--- src/rtl/hazard_ctrl.sv ---
// hazard_ctrl: load-use stall, branch flush and EX forwarding control.
// Ports: clk/reset, decode fields in, stall/flush_id/fwd_a/fwd_b, ex/mem/wb_rd, stall_cnt out.
module hazard_ctrl #(
   parameter int REG_AW = 5,
   parameter int CNT_W  = 16,
   parameter int FWD_EN = 1
) (
   input  logic              clk,
   input  logic              reset,
   input  logic              id_valid,
   input  logic [REG_AW-1:0] id_rs1,
   input  logic [REG_AW-1:0] id_rs2,
   input  logic              id_use_rs1,
   input  logic              id_use_rs2,
   input  logic [REG_AW-1:0] id_rd,
   input  logic              id_reg_write,
   input  logic              id_is_load,
   input  logic              ex_br_taken,
   output logic              stall,
   output logic              flush_id,
   output logic [1:0]        fwd_a,
   output logic [1:0]        fwd_b,
   output logic [REG_AW-1:0] ex_rd,
   output logic [REG_AW-1:0] mem_rd,
   output logic [REG_AW-1:0] wb_rd,
   output logic [CNT_W-1:0]  stall_cnt
);

   typedef struct packed {
      logic              v;
      logic [REG_AW-1:0] rd;
      logic              we;
      logic              ld;
      logic [REG_AW-1:0] rs1;
      logic [REG_AW-1:0] rs2;
   } ent_t;

   localparam logic [CNT_W-1:0] CNT_MAX = '1;
   localparam logic [CNT_W-1:0] CNT_ONE = CNT_W'(1);

   ent_t ex_q, mem_q, wb_q, id_e;
   logic haz_ex, haz_mem, haz_wb, stall_raw;
   logic unused_ok;

   function automatic logic hit(input ent_t s, input logic [REG_AW-1:0] r);
      return s.v & s.we & (s.rd != '0) & (s.rd == r);
   endfunction

   // MEM wins over WB: it holds the younger producer.
   // A load in MEM has no data yet, so it cannot forward.
   function automatic logic [1:0] fsel(input logic [REG_AW-1:0] rs,
                                       input ent_t m, input ent_t w);
      if (hit(m, rs) && !m.ld) return 2'b01;
      else if (hit(w, rs)) return 2'b10;
      else return 2'b00;
   endfunction

   function automatic logic haz(input ent_t s, input logic v,
                                input logic u1, input logic [REG_AW-1:0] r1,
                                input logic u2, input logic [REG_AW-1:0] r2);
      return v & ((u1 & hit(s, r1)) | (u2 & hit(s, r2)));
   endfunction

   assign haz_ex  = haz(ex_q,  id_valid, id_use_rs1, id_rs1, id_use_rs2, id_rs2);
   assign haz_mem = haz(mem_q, id_valid, id_use_rs1, id_rs1, id_use_rs2, id_rs2);
   assign haz_wb  = haz(wb_q,  id_valid, id_use_rs1, id_rs1, id_use_rs2, id_rs2);

   // Without forwarding every in-flight producer blocks the consumer.
   assign stall_raw = (FWD_EN != 0) ? (haz_ex & ex_q.ld)
                                    : (haz_ex | haz_mem | haz_wb);
   // Taken branch squashes the decode instruction, so it must not stall.
   assign stall    = stall_raw & ~ex_br_taken;
   assign flush_id = ex_br_taken;

   assign fwd_a = (FWD_EN != 0) ? fsel(ex_q.rs1, mem_q, wb_q) : 2'b00;
   assign fwd_b = (FWD_EN != 0) ? fsel(ex_q.rs2, mem_q, wb_q) : 2'b00;

   assign ex_rd  = ex_q.v  ? ex_q.rd  : '0;
   assign mem_rd = mem_q.v ? mem_q.rd : '0;
   assign wb_rd  = wb_q.v  ? wb_q.rd  : '0;

   always_comb begin
      id_e     = '0;
      id_e.v   = 1'b1;
      id_e.rd  = id_rd;
      id_e.we  = id_reg_write;
      id_e.ld  = id_is_load;
      id_e.rs1 = id_rs1;
      id_e.rs2 = id_rs2;
   end

   always_ff @(posedge clk) begin
      if (reset) begin
         ex_q      <= '0;
         mem_q     <= '0;
         wb_q      <= '0;
         stall_cnt <= '0;
      end else begin
         wb_q  <= mem_q;
         mem_q <= ex_q;
         if (ex_br_taken || stall || !id_valid) ex_q <= '0;
         else ex_q <= id_e;
         if (stall && stall_cnt != CNT_MAX) stall_cnt <= stall_cnt + CNT_ONE;
      end
   end

   assign unused_ok = ^{mem_q.rs1, mem_q.rs2, wb_q.rs1, wb_q.rs2, wb_q.ld};

endmodule

--- config.mk ---
export PLATFORM = sky130hd
export DESIGN_NAME = hazard_ctrl
export DESIGN_NICKNAME = d
export VERILOG_FILES = /design/src/rtl/hazard_ctrl.sv
export SDC_FILE = /design/constraint.sdc
export NUM_CORES = 1
export LEC_CHECK = 0
export CAP_MARGIN = 20
export CELL_PAD_IN_SITES_DETAIL_PLACEMENT = 0
export CELL_PAD_IN_SITES_GLOBAL_PLACEMENT = 1
export CORE_ASPECT_RATIO = 0.7
export CORE_MARGIN = 3
export CORE_UTILIZATION = 36
export CTS_CLUSTER_DIAMETER = 150
export DETAILED_ROUTE_END_ITERATION = 10
export MAX_ROUTING_LAYER = met4
export PLACE_DENSITY = 0.85
export SLEW_MARGIN = 25
export SYNTH_ARGS = -nofsm -noshare
export SYNTH_HDL_FRONTEND = slang
export SYNTH_SLANG_ARGS = --single-unit
--- constraint.sdc ---
create_clock -name clk -period 2.45 [get_ports clk]
set_input_delay 0.245 -clock clk [delete_from_list [all_inputs] [get_ports clk]]
set_output_delay 0.245 -clock clk [all_outputs]
set_load 0.005 [all_outputs]
Word level (Yosys, flattened, before mapping)
Index checks and enable logic that the tools add are counted.
- add/sub/neg operators: 1
- multipliers: 0
- div/mod/pow operators: 0
- magnitude comparators: 0
- eq/ne operators: 7
- shifts and indexed selects: 0
- multiplexer cells: 8
- bitwise gates (word level): 19
- reductions and logical operators: 11
- operator list (operator ; number):
    $eq 5x5->1 ; 6
    $mux 18 ; 1
    $and 1x1->1 ; 17
    $add 16x1->16 const B ; 1
    $ne 16x16->1 const B ; 1
    $mux 5 ; 3
    $reduce_bool 5->1 ; 3
    $mux 2 ; 4
    $logic_and 1x1->1 ; 3
    $logic_not 1->1 ; 2
    $logic_or 1x1->1 ; 2
    $reduce_or 2->1 ; 1
    $not 1->1 ; 1
    $or 1x1->1 ; 1
- register bits: 49
- bits in latches: 0
- bits in writable memories: 0
- ROM bits: 0
- bits of input ports: 23
- output and inout port bits: 37
- logic and storage cells: 60
- memories: 0

Longest topological paths before layout
Gate-level depths: netlist of run 1.
- word-level depth: 11
- depth in mapped cells: 7
- depth with buffers taken out: 6

Least setup slack after synthesis of run 1
No wires, ideal clock.
- path kind: register -> register
- from: register stall_cnt[0]
- to: register stall_cnt[6]
- library setup time: 0.121 ns
- arrival: 1.848 ns
- data required time: 2.329 ns
- slack: 0.481 ns
- stages on the path, launching flop included: 8
- path buffers: 1
- period minus slack after synthesis: 1.969 ns
- path through: dfxtp_1 ha_1 nand3_1 or4_1 nand3_1 buf_4 nor3_1 mux2_2
- cells in the longest elaborated chain, start to end: 2
- elaborated cells on any way between the ends: 3
- those cells by class: add/sub (1); eq/ne (1); reduce/logical (1)
- RTL lines (element ; RTL line ; RTL):
    start: declaration ; 26 ; output logic [CNT_W-1:0] stall_cnt
    start signal: assignment ; 103 ; if (stall && stall_cnt != CNT_MAX) stall_cnt <= stall_cnt + CNT_ONE;
    parallel branches: the longest is 2 deep, another holds $add 16x1->16 ; - ;
Parallel ways; which one is timed is not known.
A chain may end at the register's enable or synchronous reset.

Worst setup path in the final report of run 1
- from: register ex_q[16] in the netlist's numbering
- to: output stall
- cells in the longest elaborated chain, start to end: 8
- elaborated cells on any way between the ends: 12
- those cells by class: eq/ne (2); bitwise (9); reduce/logical (1)
- RTL lines (element ; RTL line ; RTL):
    start: declaration ; 41 ; ent_t ex_q, mem_q, wb_q, id_e;
    start signal: assignment ; 102 ; else ex_q <= id_e;
    $reduce_bool 5->1 ; 46 ; return s.v & s.we & (s.rd != '0) & (s.rd == r);
    $and 1x1->1 (2 in a row) ; 46 ;
    $and 1x1->1 ; 61 ; return v & ((u1 & hit(s, r1)) | (u2 & hit(s, r2)));
    $or 1x1->1 * ; 61 ;
    $and 1x1->1 * ; 61 ;
    $and 1x1->1 * ; 69 ; assign stall_raw = (FWD_EN != 0) ? (haz_ex & ex_q.ld)
    $and 1x1->1 * ; 72 ; assign stall = stall_raw & ~ex_br_taken;
    end: declaration ; 19 ; output logic stall,
Mark *: on every way between the ends. The rest lies on a longest branch, timed or not.

==> metrics.txt, run 1 <==
share of cells above drive strength 1=7.77%; CP endpoint kind=output port; GR Util All Layers=15.3%; DR iter-0 viols=61; P&R area growth vs syn=35.8%; Num CTS Buffers=5; period utilisation layout=95.7%; post-CTS setup buffers=0; unrepaired setup endpoints after global routing=no; fin nets=332; Post-route DRC=0; cells on worst reg2reg path=7; Cell Area, Synth=2250 µm²; Clock Path Buffers=2; largest net degree at the start of global routing=35; Async SR Flop Fraction=0%; vias per std cell=5.02; placer congestion estimate=0.877; Clk Latency, worst-skew pair=0.30 ns; Routed wire per std cell=13.8 µm; hold path depth=1; DP Area=2940 µm²; syn_area_per_cell=9.21 µm²; Die Height=72.1 µm; IO Count=60; antenna violations before repair=0; Gate Count Post-Synth=244; ANT cells=0; Max FO, Critical Path=5; Post-Route Setup TNS=0 ns; Syn. warnings=0; CP Launch Type=register; Die Footprint=7240 µm²; Finished Cell Area=3050 µm²; syn nets=268; # resized after CTS=4; core area=5870 µm²; CTS Sinks=49; via count=1926; slew margin rel.=75.3%; max_cap viols=0; Worst-path clk slew=0.09 ns; Post-synth EDFFs=0; Lkg Pwr=0.00117 µW; crit path DAT=2.10 ns; CTS HTree Levels=2; hpwl dp=3.98 mm; starting density of the core=38.3%; Seq cells post-synth=49; first-pass GRT wire length=8.52 mm; cts hold-fix bufs=0; TritonCTS clock tree=done; Unique masters post-synth=29; DRT antenna net count=0; port bufs=59; skew final=0.00752 ns; worst min path class=reg2reg; Final Max Tran Viols=0; pwr dens=457 nW/µm²; outcome=completed; Fin. Hold Viols=0; Clock Tree Root=clkbuf_8; main flop type after synthesis=dfxtp_1; 1st-pass router iterations=4; Setup violations, final=0; Rows=23; total wire length=5.28 mm; Req. time, crit path=2.20 ns; die width=100 µm; Peak VDD IR=0.288 mV; vias in the first global route=1724; Max Clk Rate=0.426 GHz; sequential area share after synthesis=43.7%; Final min period=2.35 ns; Congestion Overflow GR=0; CP Class=reg2out; worst slew pin tran=0.371 ns
path summary, 6_finish.rpt:
| kind | endpoint | slack (ns) | startpoint |
|---|---|---|---|
| worst max register to register | stall_cnt[6] | 0.33 | stall_cnt[0] |
| worst min register to register | wb_q[11] | 0.47 | mem_q[11] |
| worst max-delay path | stall | 0.10 | ex_q[16] |
| worst min-delay path | wb_q[11] | 0.47 | mem_q[11] |
area by class of cell:
class,count,area (µm²)
Multi-Input combinational cell,181,1220
Clock buffer,5,68.8
Tap cell,75,93.8
Timing Repair Buffer,67,648
Fill cell,588,2820
Sequential cell,49,985
Clock inverter,3,21.3
Inverter,4,15.0
logic make-up (layout without fill, tap and decap cells):
logic type                 after synthesis  count (layout)  synth area share [%]
xor gates and xnor gates                30              30                  11.7
buffers and inverters                   14              79                  2.78
adders and majority gates                1               1                 0.557
and+or+nand+nor                        114             114                  30.8
muxes                                    2               2                  1.00
AOI/OAI and AO/OA                       34              34                  9.52
DFF                                     49              49                  43.7
stage by stage:
step                      setup slack [ns]  util [%]  hold slack, ns  total power (µW)  std cells
after floorplan                      0.481         -           0.367               879        244
after global placement               0.149      50.1           0.454               934        376
after detailed placement             0.139      50.1           0.461               935        376
after CTS                           0.0407      51.7           0.475              1410        384
after global routing               0.00399      52.0           0.488              1450        384
final                                0.105      52.0           0.473              1390        384
flip-flops by register name (all words and copies together) (netlist names):
signal,cells
ex_q,18
mem_q,8
stall_cnt,16
wb_q,7
critical path, cell delays in order (launching register included):
cell             delay [ns]
dfxtp_1                0.38
xor2_1                 0.18
nor4_1                 0.33
a32oi_1                0.15
nor2_1                 0.21
clkdlybuf4s50_1        0.54
synth_stat cells, types with 3 or more instances:
library cell / count / share of area (%)
nand4_1: 9 / 2.5
nor2b_1: 18 / 5.0
xnor2_1: 8 / 3.1
nor4_1: 6 / 1.7
dfxtp_1: 49 / 44
and4_1: 3 / 1.2
or4_1: 15 / 5.0
o31ai_1: 10 / 3.3
and2_1: 33 / 9.2
o21ai_0: 5 / 1.1
nor2_1: 8 / 1.3
nand2_1: 5 / 0.84
a21oi_1: 14 / 3.1
clkbuf_1: 6 / 1.0
nand3_1: 9 / 2.0
nor3_1: 3 / 0.67
inv_1: 4 / 0.67
xor2_1: 22 / 8.6
or3_1: 3 / 0.84
metal layers:
layer / track usage [%] / vias to the layer above / wire length (µm)
met1: 22.5 / 883 / 2820
met2: 21.6 / 42 / 2220
met3: 2.88 / 5 / 198
met4: 3.59 / 0 / 51
li1: - / 996 / -
met5: - / - / 0
where the power goes:
part	internal, µW	switching [µW]
sequential	808	14.0
combinational	57.4	37.9
clock	203	274
total	1070	326
placed cells by master, fill, tap and decap left out, types with 3 or more instances in the layout:
cell type,count
a21oi_1,14
and2_1,33
and4_1,3
buf_4,8
clkbuf_8,5
clkdlybuf4s50_1,57
dfxtp_1,46
dfxtp_2,3
inv_1,4
nand2_1,5
nand3_1,9
nand4_1,9
nor2_1,8
nor2b_1,18
nor3_1,3
nor4_1,4
o21ai_0,4
o31ai_1,10
or3_1,3
or4_1,15
xnor2_1,8
xor2_1,22
Note: power is estimated with default switching activity, not from simulation.
==> inputs of run 2 (changes only) <==
==> constraint.sdc (replaced) <==
create_clock -name clk -period 2.45 [get_ports clk]
set_input_delay 0.49 -clock clk [delete_from_list [all_inputs] [get_ports clk]]
set_output_delay 0.49 -clock clk [all_outputs]
set_load 0.005 [all_outputs]
==> run 2 against run 1 <==
Net effect:
- wire length increased by 6.9%
- register-to-register slack got worse by 0.07 ns
- cell count increased by 2.6%
- global-route usage increased by 0.80 points
- fmax decreased by 1.7%
- highest routed layer unchanged
- via count increased by 3.9%
- largest power group unchanged
- clock skew decreased by 0.0039 ns
- worst hold slack got worse by 0.0034 ns
- core utilization increased by 2.0 points
- critical path depth unchanged
- design area increased by 3.9%
==> metrics.txt, run 2 (same netlist as run 1, synthesis figures left out) <==
Clock Tree Root=clkbuf_8 (unchanged); share of cells above drive strength 1=13.2% (was 7.77%); grt met2 use=22.6% (was 21.6%); port bufs=59 (unchanged); HP Start=ex_q[10] (was mem_q[11]); final hold slack=0.469 ns (was 0.473 ns); CP endpoint kind=output port (unchanged); M3 GR Usage=2.88% (unchanged); slew margin rel.=75.8% (was 75.3%); cts hold-fix bufs=0 (unchanged); unrepaired setup endpoints after global routing=yes (was no); cells on worst reg2reg path=6 (was 7); critical-path cell list=or4_1 > o21ai_4 > nor4_2 > buf_4 > dlygate4sd2_1 (was xor2_1 > nor4_1 > a32oi_1 > nor2_1 > clkdlybuf4s50_1); most frequent cells in the layout=clkdlybuf4s50_1, dfxtp_1, and2_1 (unchanged); first-pass GRT wire length=9.12 mm (was 8.52 mm); gr busiest metal=met1 (unchanged); Max FO, Critical Path=2 (was 5); skew final=0.00359 ns (was 0.00752 ns); period utilisation layout=97.4% (was 95.7%); CTS Sinks=49 (unchanged); Fin. Hold Viols=0 (unchanged); Finished Cell Area=3170 µm² (was 3050 µm²); Congestion Overflow GR=0 (unchanged); GR Util All Layers=16.1% (was 15.3%); die width=100 µm (unchanged); Clock Path Buffers=2 (unchanged); Rows=23 (unchanged); max FFs per register=18 (unchanged); Die Footprint=7240 µm² (unchanged); Max stage delay cell, worst path=or4_1 (was clkdlybuf4s50_1); worst slew pin tran=0.362 ns (was 0.371 ns); Num CTS Buffers=5 (unchanged); vias per std cell=5.08 (was 5.02); CP Launch Type=register (unchanged); CTS HTree Levels=2 (unchanged); Final min period=2.39 ns (was 2.35 ns); Final Max Tran Viols=0 (unchanged); vias in the first global route=1794 (was 1724); RR Endpoint=stall_cnt[6] (unchanged); DP Area=3030 µm² (was 2940 µm²); reg2reg start=stall_cnt[0] (unchanged); Setup violations, final=0 (unchanged); worst min path class=reg2reg (unchanged); M1 GR Usage=24.1% (was 22.5%); R2R Setup Slk=0.26 ns (was 0.33 ns); 1st-pass router iterations=4 (unchanged); Die Height=72.1 µm (unchanged); core area=5870 µm² (unchanged); Peak VDD IR=0.312 mV (was 0.288 mV); outcome=completed (unchanged); Most flops, register=ex_q (unchanged); largest registers=ex_q: 18 flops, stall_cnt: 16 flops, mem_q: 8 flops (unchanged); commonest non-fill, non-tap cell in the layout=clkdlybuf4s50_1 (unchanged); hpwl dp=4.21 mm (was 3.98 mm); Post-route DRC=0 (unchanged); Sequential cell area=986 µm² (was 985 µm²); pwr dens=429 nW/µm² (was 457 nW/µm²); Hold Path Sink=mem_q[10] (was wb_q[11]); Clk Latency, worst-skew pair=0.29 ns (was 0.30 ns); DR iter-0 viols=108 (was 61); ANT cells=0 (unchanged); fin nets=344 (was 332); Lkg Pwr=0.00124 µW (was 0.00117 µW); Multi-input gate area=1270 µm² (was 1220 µm²); largest net degree at the start of global routing=35 (unchanged); via count=2002 (was 1926); placer congestion estimate=0.887 (was 0.877); total wire length=5.65 mm (was 5.28 mm); CP Class=reg2out (unchanged); Req. time, crit path=1.96 ns (was 2.20 ns); Routed wire per std cell=14.3 µm (was 13.8 µm); max_cap viols=0 (unchanged); hold path depth=1 (unchanged); DRT antenna net count=0 (unchanged); TritonCTS clock tree=done (unchanged); starting density of the core=38.3% (unchanged); IO Count=60 (unchanged); P&R area growth vs syn=41.1% (was 35.8%); slowest stage delay, CP=0.58 ns (was 0.54 ns); Worst-path clk slew=0.08 ns (was 0.09 ns); antenna violations before repair=0 (unchanged); Fillers=558 (was 588); Max Clk Rate=0.419 GHz (was 0.426 GHz); crit path DAT=1.90 ns (was 2.10 ns)
-- run 2: cell count changes in the layout (fill, tap and decap cells not counted), sizes merged --
cell,before,now
clkinvlp,1,0
clkdlybuf4s15,0,1
clkdlybuf4s50,57,54
buf,8,20
clkbuf,5,7
inv,5,4
-- run 2: critical path, delay by kind of cell (launching register included) --
family | cells | cell delay [ns]
simple gates | 2 | 0.67
compound gates | 1 | 0.23
buf+inv | 2 | 0.38
flops | 1 | 0.31
-- run 2: how the worst max path moves through the flow --
stage | start | end | slack (ns) | cells after the start
3_3_place_gp | id_rs2[4] | stall | -0.28 | 6
4_1_cts | wb_q[12] | fwd_a[1] | 0.002 | 5
2_1_floorplan | id_rs1[3] | stall | 0.44 | 6
3_5_place_dp | id_rs2[1] | stall | -0.35 | 6
5_1_grt | mem_q[12] | fwd_b[1] | -0.03 | 5
6_report | mem_q[12] | fwd_b[0] | 0.06 | 5
-- run 2: timing repair --
item                                    4_1_cts  5_1_grt
resized for setup                            19        7
pin swaps                                     9        4
endpoints found under the setup margin        5        4
buffers inserted                              0        0
hold endpoints to repair                      0        0
-- run 2: final cells by class --
type | instances | share of cell area, %
Multi-Input combinational cell | 181 | 40.1
Inverter | 4 | 0.474
Clock buffer | 5 | 2.17
Tap cell | 75 | 2.96
Clock inverter | 1 | 0.158
Timing Repair Buffer | 79 | 23.0
Sequential cell | 49 | 31.1
-- run 2: metal layers --
layer	wire length, µm	up-vias
met3	239	2
met2	2410	51
li1	-	1013
met4	31	0
met1	2970	936
met5	0	-
-- run 2: stage by stage --
step	setup TNS, ns	util (%)	worst slack (ns)	power [µW]	instances
4_1_cts	0	53.8	0.00180	1380	394
5_1_grt	-0.0398	54.0	-0.0338	1410	394
3_5_place_dp	-5.47	51.7	-0.346	941	388
3_3_place_gp	-3.34	51.7	-0.277	939	388
6_report	0	54.0	0.0632	1360	394
2_1_floorplan	0	-	0.445	879	244
-- run 2: report_power, final --
part	leakage, µW	switching [µW]	internal (µW)	total [µW]
clock	0.0000399	242	188	431
combinational	0.000798	45.7	63.3	109
sequential	0.000398	12.9	806	819
total	0.00124	301	1060	1360
==> inputs of run 3 (changes only) <==
--- a/config.mk
+++ b/config.mk
@@ -9,10 +9,10 @@
 export CELL_PAD_IN_SITES_DETAIL_PLACEMENT = 0
 export CELL_PAD_IN_SITES_GLOBAL_PLACEMENT = 1
 export CORE_ASPECT_RATIO = 0.7
-export CORE_MARGIN = 3
+export CORE_MARGIN = 2
 export CORE_UTILIZATION = 36
-export CTS_CLUSTER_DIAMETER = 150
 export DETAILED_ROUTE_END_ITERATION = 10
+export HOLD_SLACK_MARGIN = 0.08
 export MAX_ROUTING_LAYER = met4
 export PLACE_DENSITY = 0.85
 export SLEW_MARGIN = 25
==> run 3 against run 2 <==
Net effect:
- core utilization decreased by 2.6 points
- critical endpoint is now fwd_a[1]
- clock power rose by 16%
- wire length shrank 5.1%
- sequential cell count unchanged
- sequential share of layout area is 0.25 points higher
- cell count is 1.0% higher
- non-clock buffer count fell by 1
- register-to-register slack better by 0.07 ns
- power up 4.5%
- design area decreased by 0.67%
- worst hold slack lost 0.0081 ns
- clock skew grew 0.0048 ns
==> metrics.txt, run 3 (same netlist as run 1, synthesis figures left out) <==
outcome=completed (unchanged); Fillers=578 (was 558); GR Util All Layers=16.3% (was 16.1%); commonest non-fill, non-tap cell in the layout=clkdlybuf4s50_1 (unchanged); starting density of the core=36.7% (was 38.3%); die width=98.4 µm (was 100 µm); 1st-pass router iterations=4 (unchanged); combinational share of power=7.2% (was 8.0%); share of cells above drive strength 1=12.8% (was 13.2%); skew final=0.00840 ns (was 0.00359 ns); Die Footprint=6900 µm² (was 7240 µm²); first-pass GRT wire length=8.78 mm (was 9.12 mm); port bufs=59 (unchanged); Placement Setup Slack=-0.304 ns (was -0.346 ns); crit path launch=wb_q[14] (was mem_q[12]); slew margin rel.=76.5% (was 75.8%); Rows=24 (was 23); largest registers=ex_q: 18 flops, stall_cnt: 16 flops, mem_q: 8 flops (unchanged); cts hold-fix bufs=0 (unchanged); core area=6130 µm² (was 5870 µm²); ANT cells=0 (unchanged); IO Count=60 (unchanged); Setup violations, final=0 (unchanged); sw power=324 µW (was 301 µW); placer congestion estimate=0.862 (was 0.887); pwr dens=451 nW/µm² (was 429 nW/µm²); Final Max Tran Viols=0 (unchanged); via count=1962 (was 2002); Max Clk Rate=0.423 GHz (was 0.419 GHz); Worst-path clk slew=0.09 ns (was 0.08 ns); most frequent cells in the layout=clkdlybuf4s50_1, dfxtp_1, and2_1 (unchanged); DR iter-0 viols=95 (was 108); CP Launch Type=register (unchanged); Congestion Overflow GR=0 (unchanged); Post-Route Setup TNS=0 ns (unchanged); Clock Path Buffers=2 (unchanged); Most flops, register=ex_q (unchanged); CP endpoint kind=output port (unchanged); TritonCTS clock tree=done (unchanged); Clk Latency, worst-skew pair=0.30 ns (was 0.29 ns); max_cap viols=0 (unchanged); vias per std cell=4.93 (was 5.08); worst slew pin tran=0.353 ns (was 0.362 ns); worst min path class=reg2reg (unchanged); Lkg Pwr=0.00125 µW (was 0.00124 µW); CTS Sinks=49 (unchanged); worst setup margin=0.0841 ns (was 0.0632 ns); antenna violations before repair=0 (unchanged); Clk pwr share=35.1% (was 31.7%); Fin. Hold Viols=0 (unchanged); final cell count without fillers=398 (was 394); Max FO, Critical Path=3 (was 2); sequential share of power=57.6% (was 60.3%); Post-route DRC=0 (unchanged); max FFs per register=18 (unchanged); placed insts=389 (was 388); period utilisation layout=96.6% (was 97.4%); fin nets=343 (was 344); Peak VDD IR=0.388 mV (was 0.312 mV); crit path DAT=1.88 ns (was 1.90 ns); CP Class=reg2out (unchanged); P&R area growth vs syn=40.1% (was 41.1%); Num CTS Buffers=5 (unchanged); DRT antenna net count=0 (unchanged); hpwl dp=3.95 mm (was 4.21 mm); Final min period=2.37 ns (was 2.39 ns); HP Start=mem_q[11] (was ex_q[10]); total wire length=5.36 mm (was 5.65 mm); Clock Tree Root=clkbuf_8 (unchanged); Req. time, crit path=1.96 ns (about the same); CTS HTree Levels=2 (unchanged); Routed wire per std cell=13.5 µm (was 14.3 µm); vias in the first global route=1759 (was 1794); Net Sw Frac=22.8% (was 22.1%); Internal Power=1100 µW (was 1060 µW); largest net degree at the start of global routing=35 (unchanged); Die Height=70.1 µm (was 72.1 µm); reg2reg start=stall_cnt[1] (was stall_cnt[0])
-- run 3: cell count changes in the layout (fill, tap and decap cells not counted), moves of 2 or more --
cell,change
clkdlybuf4s50_1,-2
buf_2,+3
clkbuf_2,-2
nor4_1,+2
dlymetal6s2s_1,+2
-- run 3: final timing paths --
check	depth (start not counted)	end	slack [ns]
setup / recovery	5	fwd_a[1]	0.08
hold / removal	1	wb_q[11]	0.46
setup reg to reg	7	stall_cnt[6]	0.33
hold reg to reg	1	wb_q[11]	0.46
-- run 3: area by class of cell --
class                      count  area (µm²)  share of cell area (%)
multi-input combinational    181        1230                    39.1
sequential                    49         987                    31.3
tap                           78        97.6                    3.10
inverter                       4        15.0                   0.477
timing repair buffer          78         721                    22.9
clock buffer                   6        82.6                    2.62
clock inverter                 2        13.8                   0.437
-- run 3: repair_timing --
| item | CTS | global route |
|---|---|---|
| endpoints found under the setup margin | 5 | 16 |
| gates resized for setup | 17 | 10 |
| pin swaps | 7 | 7 |
| setup buffers | 0 | 1 |
-- run 3: metal layers --
metal / vias up / part of all wire (%) / track usage (%)
met5: - / 0 / -
met4: 0 / 1.3 / 4.57
met3: 5 / 3.4 / 2.90
met2: 37 / 43 / 21.7
met1: 900 / 53 / 25.0
li1: 1020 / - / -
-- run 3: stage by stage --
stage               cell area, µm²  util [%]  hold WS [ns]  total power, µW
detailed placement            3020      49.3         0.461              939
floorplan                     2250         -         0.438              879
global placement              3020      49.3         0.452              937
finish                        3150      51.4         0.461             1420
global route                  3150      51.4         0.482             1480
CTS                           3120      51.0         0.464             1430
-- run 3: critical path, stage by stage (launching register included) --
cell and delay [ns]:
dfxtp_2 0.33, buf_4 0.14, xor2_1 0.15, or4_1 0.54, nor4_2 0.27, buf_2 0.15
-- run 3: power by group through the flow --
stage	logic, µW	registers, µW	clock network, µW
finish	103	819	499
global route	113	821	542
CTS	102	820	511
detailed placement	100	839	0
global placement	98.3	839	0
floorplan	43.8	836	0
